<file path="src/rtl/seg_scan4.sv">
// -----------------------------------------------------------------------------
// seg_scan4 -- four-digit multiplexed seven-segment scanner (MM:SS display)
//
// Purpose:
//    Time-multiplexes four packed BCD digits onto one shared, active-low
//    segment bus. The BCD input is copied into a shadow register once per
//    frame (on the digit-3 -> digit-0 wrap), so a counter rollover part way
//    through a frame can never produce a torn display.
//
// Parameters:
//    DIV     clock cycles per digit slot (>= 2)
//
// Ports:
//    clk     in   system clock, rising edge
//    rst     in   asynchronous reset, active low
//    en      in   scan enable; low blanks the display and freezes the scan
//    bcd     in   [15:0] {min_tens, min_ones, sec_tens, sec_ones}
//    colon   in   lights the decimal point of digit 2 (minute-ones)
//    an      out  [3:0] digit anodes, active low, bit 0 = rightmost digit
//    seg     out  [6:0] segments {g,f,e,d,c,b,a}, active low
//    dp      out  decimal point, active low
//    frame   out  one-cycle pulse marking a new snapshot
//
// Build option:
//    SEG_SCAN_LZB_EN  when defined, the digit-3 slot is blanked whenever the
//                     minute-tens digit of the snapshot is zero (leading-zero
//                     blanking). Slot timing and frame are unaffected.
// -----------------------------------------------------------------------------
module seg_scan4 #(
   parameter int DIV = 50000
) (
   input  logic        clk,
   input  logic        rst,
   input  logic        en,
   input  logic [15:0] bcd,
   input  logic        colon,
   output logic [3:0]  an,
   output logic [6:0]  seg,
   output logic        dp,
   output logic        frame
);

   localparam int            DW       = $clog2(DIV);
   localparam logic [DW-1:0] DIV_LAST = DW'(DIV - 1);

   // Scan state
   logic [DW-1:0] div_q,    div_d;
   logic [1:0]    idx_q,    idx_d;
   logic [15:0]   shadow_q, shadow_d;
   logic          shcol_q,  shcol_d;

   // Output registers
   logic [3:0]    an_q,     an_d;
   logic [6:0]    seg_q,    seg_d;
   logic          dp_q,     dp_d;
   logic          frame_q,  frame_d;

   logic          tick;
   logic          wrap;
   logic          blank3;
   logic [3:0]    cur_digit;

   // BCD to active-low {g..a}; non-decimal codes show a dash.
   function automatic logic [6:0] decode(input logic [3:0] d);
      logic [6:0] s;
      case (d)
         4'd0:    s = 7'b1000000;
         4'd1:    s = 7'b1111001;
         4'd2:    s = 7'b0100100;
         4'd3:    s = 7'b0110000;
         4'd4:    s = 7'b0011001;
         4'd5:    s = 7'b0010010;
         4'd6:    s = 7'b0000010;
         4'd7:    s = 7'b1111000;
         4'd8:    s = 7'b0000000;
         4'd9:    s = 7'b0010000;
         default: s = 7'b0111111;
      endcase
      return s;
   endfunction

   always_comb begin
      tick      = en && (div_q == DIV_LAST);
      wrap      = tick && (idx_q == 2'd3);
      cur_digit = shadow_q[{idx_q, 2'b00} +: 4];

`ifdef SEG_SCAN_LZB_EN
      blank3    = (idx_q == 2'd3) && (shadow_q[15:12] == 4'd0);
`else
      blank3    = 1'b0;
`endif

      // Slot counter and digit index only advance while enabled.
      div_d    = div_q;
      idx_d    = idx_q;
      shadow_d = shadow_q;
      shcol_d  = shcol_q;
      if (en) begin
         div_d = tick ? '0 : div_q + 1'b1;
      end
      if (tick) begin
         idx_d = idx_q + 2'd1;
      end
      // Snapshot on the 3 -> 0 wrap so the whole next frame is consistent.
      if (wrap) begin
         shadow_d = bcd;
         shcol_d  = colon;
      end

      // Outputs are driven from the pre-edge index, so they lag idx by one
      // cycle; an and seg change together, so no inter-slot ghosting.
      if (en && !blank3) begin
         an_d  = ~(4'b0001 << idx_q);
         seg_d = decode(cur_digit);
      end else begin
         an_d  = 4'b1111;
         seg_d = 7'b1111111;
      end
      dp_d    = ~(en && shcol_q && (idx_q == 2'd2));
      frame_d = wrap;
   end

   always_ff @(posedge clk or negedge rst) begin
      if (!rst) begin
         div_q    <= '0;
         idx_q    <= 2'd0;
         shadow_q <= 16'h0000;
         shcol_q  <= 1'b0;
         an_q     <= 4'b1111;
         seg_q    <= 7'b1111111;
         dp_q     <= 1'b1;
         frame_q  <= 1'b0;
      end else begin
         div_q    <= div_d;
         idx_q    <= idx_d;
         shadow_q <= shadow_d;
         shcol_q  <= shcol_d;
         an_q     <= an_d;
         seg_q    <= seg_d;
         dp_q     <= dp_d;
         frame_q  <= frame_d;
      end
   end

   assign an    = an_q;
   assign seg   = seg_q;
   assign dp    = dp_q;
   assign frame = frame_q;

endmodule

</file>
<file path="config.mk">
export PLATFORM = sky130hd
export DESIGN_NAME = seg_scan4
export DESIGN_NICKNAME = d
export VERILOG_FILES = /design/src/rtl/seg_scan4.sv
export SDC_FILE = /design/constraint.sdc
export NUM_CORES = 1
export LEC_CHECK = 0
export CAP_MARGIN = 20
export CORE_ASPECT_RATIO = 0.9
export CORE_UTILIZATION = 25
export DETAILED_ROUTE_END_ITERATION = 16
export SLEW_MARGIN = 20
export SYNTH_ARGS = -nofsm -noshare
export SYNTH_HDL_FRONTEND = slang
export SYNTH_SLANG_ARGS = --single-unit
</file>
<file path="constraint.sdc">
create_clock -name clk -period 2.3 [get_ports clk]
set_clock_uncertainty 0.05 [all_clocks]
set_input_delay 0.23 -clock clk [delete_from_list [all_inputs] [get_ports clk]]
set_output_delay 0.23 -clock clk [all_outputs]
set_load 0.05 [all_outputs]
</file>
==> results of run 1 <==
==> path summary, 6_finish.rpt <==
check	from	end	slack (ns)
worst max-delay path	div_q[12]	shadow_q[1]	0.22
worst min-delay path	shcol_q	dp	0.39
worst max register to register	div_q[12]	shadow_q[1]	0.22
worst min register to register	shcol_q	dp	0.39
max in group asynchronous	rst	an[0]	1.19
min in group asynchronous	rst	frame	0.41
==> registers in the layout, summed over array words and instances, names as in the netlist <==
signal and flops:
seg 7, shadow_q 16, div_q 16, shcol_q 1
an 4, dp 1, frame 1, idx_q 2
==> metal layers <==
layer / track usage, % / vias up
li1: - / 680
met1: 13.6 / 661
met2: 14.7 / 34
met3: 2.67 / 5
met4: 2.86 / 0
met5: 0 / -
==> through the flow <==
step | worst slack [ns] | power, mW | hold slack, ns | cells | instance area (um^2)
floorplan | 0.212 | 1.10 | -0.116 | 173 | 2250
global placement | 0.189 | 1.20 | 0.222 | 325 | 2740
detailed placement | 0.168 | 1.21 | 0.221 | 325 | 2740
CTS | 0.204 | 1.84 | 0.390 | 334 | 2870
global route | 0.139 | 1.92 | 0.424 | 334 | 2870
finish | 0.219 | 1.82 | 0.387 | 334 | 2870
==> layout make-up <==
type                    instances  area [um^2]
clock inverters                 3         46.3
well taps                     119          149
repair buffers                 39          383
multi-input cells             112          972
clock buffers                   5         68.8
fillers                       880         5780
inverters                       8         30.0
flip-flops and latches         48         1220
==> critical path: cells and delay by family (launching register included) <==
family | cells | cell delay (ns)
flip-flops | 1 | 0.44
multiplexers | 1 | 0.35
AND/OR/NAND/NOR | 3 | 1.14
==> cell usage in the layout, fill, tap and decap left out, types with 9 or more instances in the layout <==
| cell | count |
|---|---|
| clkdlybuf4s50_1 | 31 |
| mux2_4 | 9 |
| mux2_2 | 10 |
| ha_1 | 11 |
| dfrtp_1 | 36 |
| nand2_1 | 13 |
| o21ai_0 | 10 |
| dfstp_2 | 12 |
==> logic make-up after synthesis <==
kind of cell	after synthesis	share of synthesized area (%)
flops	48	54.1
simple gates	47	12.2
mux	27	16.8
compound gates	16	3.79
buf+inv	13	2.62
xor+xnor	11	4.29
fa+ha+maj	11	6.12
==> power breakdown <==
part           switching [mW]  internal, mW  total [mW]
registers              0.0619         0.911       0.973
logic                   0.111         0.106       0.217
clock network           0.301         0.328       0.629
==> key figures, run 1 <==
Global routing
  – GRT Total Usage: 9.76%
  – Initial antenna violation count: 0
  – First-pass GRT wire length: about 7000 um
  – Pin count of the biggest net entering global routing: 26
  – Number of global-route vias before repair: 1,443
  – Grt ovf: 0

Routing
  – Max layer used: met4
  – Via/cell ratio: 4.13
  – WL met3: between 150 and 200 um
  – DR pass1 iterations: 4
  – WL/cell: 12.3 um
  – ANT nets after route: 0
  – DR DRC count: 0
  – M1 WL: between 2000 and 2500 um
  – Metal2 WL: 1820 um
  – Final wirelength: 4100 um
  – Detailed-route via count: 1,380
  – Initial drt markers: 53

Final layout
  – # diodes: 0
  – Layout cells sized above 1: roughly a quarter
  – Synth-to-Final Area Change: 27.5%
  – Final core utilization: 33.1%
  – Nets@finish: 245

Yosys
  – Seq/Total Area, Yosys: 54.1%
  – Syn. warnings: 0
  – List of most frequent post-synthesis cells: dfrtp_1, nand2_1, dfstp_2
  – Synth Register Bits: 48
  – Number of synthesized flops with an enable pin: 0
  – Post-synth top area share: 40.1%
  – Ys async rst share: 100%
  – Primary FF master, synth: dfrtp_1
  – Post-Syn Area per Cell: 13.0 um^2
  – Distinct cells, synth: 32
  – Cell Area, Synth: 0.00225 mm^2
  – Synth area leader: dfrtp_1
  – Syn Nets: 204
  – Most common cell in the synthesized netlist: dfrtp_1
  – Cells after Synth: around 170
  – Synth top area cells: dfrtp_1, dfstp_2, ha_1, mux2_4, mux2_2

Clocking
  – Post-cts hold buffer count: 1
  – Clk slew on worst S/H paths: 0.09 ns
  – H-tree Lvls: 2
  – Clock Sinks: 48
  – Worst-skew pair later-pin latency: 0.31 ns
  – CTS root buf: clkbuf_8
  – Post-CTS Resized: 0
  – Post-CTS Setup Repair Bufs: 0
  – CTS Buf Count: 5
  – Clk buf depth: 2
  – CTS tree: yes

Floorplan
  – Starting Density: ~26%
  – Row cnt: 32
  – IO Pins: 33
  – Core ar.: 0.00865 mm^2
  – Die ar.: roughly 0.0094 mm^2
  – Die extent in y: 91.9 um
  – DIE WIDTH: 102 um

Timing
  – Fmax: 481 MHz
  – Crit path time final: 2.08 ns
  – Slew @ Worst Pin: 0.580 ns
  – Setup tns final: 0 ns
  – Number of hold violations in the final report: 0
  – Final setup fails: 0
  – Max Transition Viols Final: 0
  – RSZ-0062 raised after global routing: no
  – Fin crit share: 90.5%
  – Worst slew margin: 61.3%

Power and ir drop
  – Leakage power: roughly 1.3 nW
  – P per Cell Area: 635 mW/mm^2
  – Max VDD drop: approximately 0.24 mV

Critical path
  – Critical Path RT: 2.45 ns
  – Max FO, Critical Path: 18
  – Critical path type: flip-flop to flip-flop
  – Worst Setup End Kind: flip-flop
  – Worst reg2reg path depth: 4
  – Setup crit start kind: flip-flop
  – CP peak stage delay: 0.58 ns
  – CP cell instances: or4bb_1, nor4_4, nand2_4, mux2_4
  – Crit path DAT: 2.23 ns
  – CP max-delay cell: or4bb_1

Hold path
  – Hold/Removal Path Class: flip-flop to flip-flop
  – Hold path cells: 1

Flow run
  – Max Cap Viol: 0

Outcome
  – Status: completed

Placement
  – Post-DP HPWL: 2980 um
  – Routability Congestion: 0.703
  – IO Port Bufs: 32
(Power assumes the default switching activity.)
==> inputs of run 2 (changes only) <==
--- a/config.mk
+++ b/config.mk
@@ -13,3 +13,4 @@
 export SYNTH_ARGS = -nofsm -noshare
 export SYNTH_HDL_FRONTEND = slang
 export SYNTH_SLANG_ARGS = --single-unit
+export TNS_END_PERCENT = 100
==> results of run 2 <==
Final layout, timing and power as in run 1 (identical DEF).
==> inputs of run 3 (changes only) <==
--- a/config.mk
+++ b/config.mk
@@ -13,4 +13,4 @@
 export SYNTH_ARGS = -nofsm -noshare
 export SYNTH_HDL_FRONTEND = slang
 export SYNTH_SLANG_ARGS = --single-unit
-export TNS_END_PERCENT = 100
+export TNS_END_PERCENT = 1
==> results of run 3 <==
Final layout, timing and power as in run 1 (identical DEF).
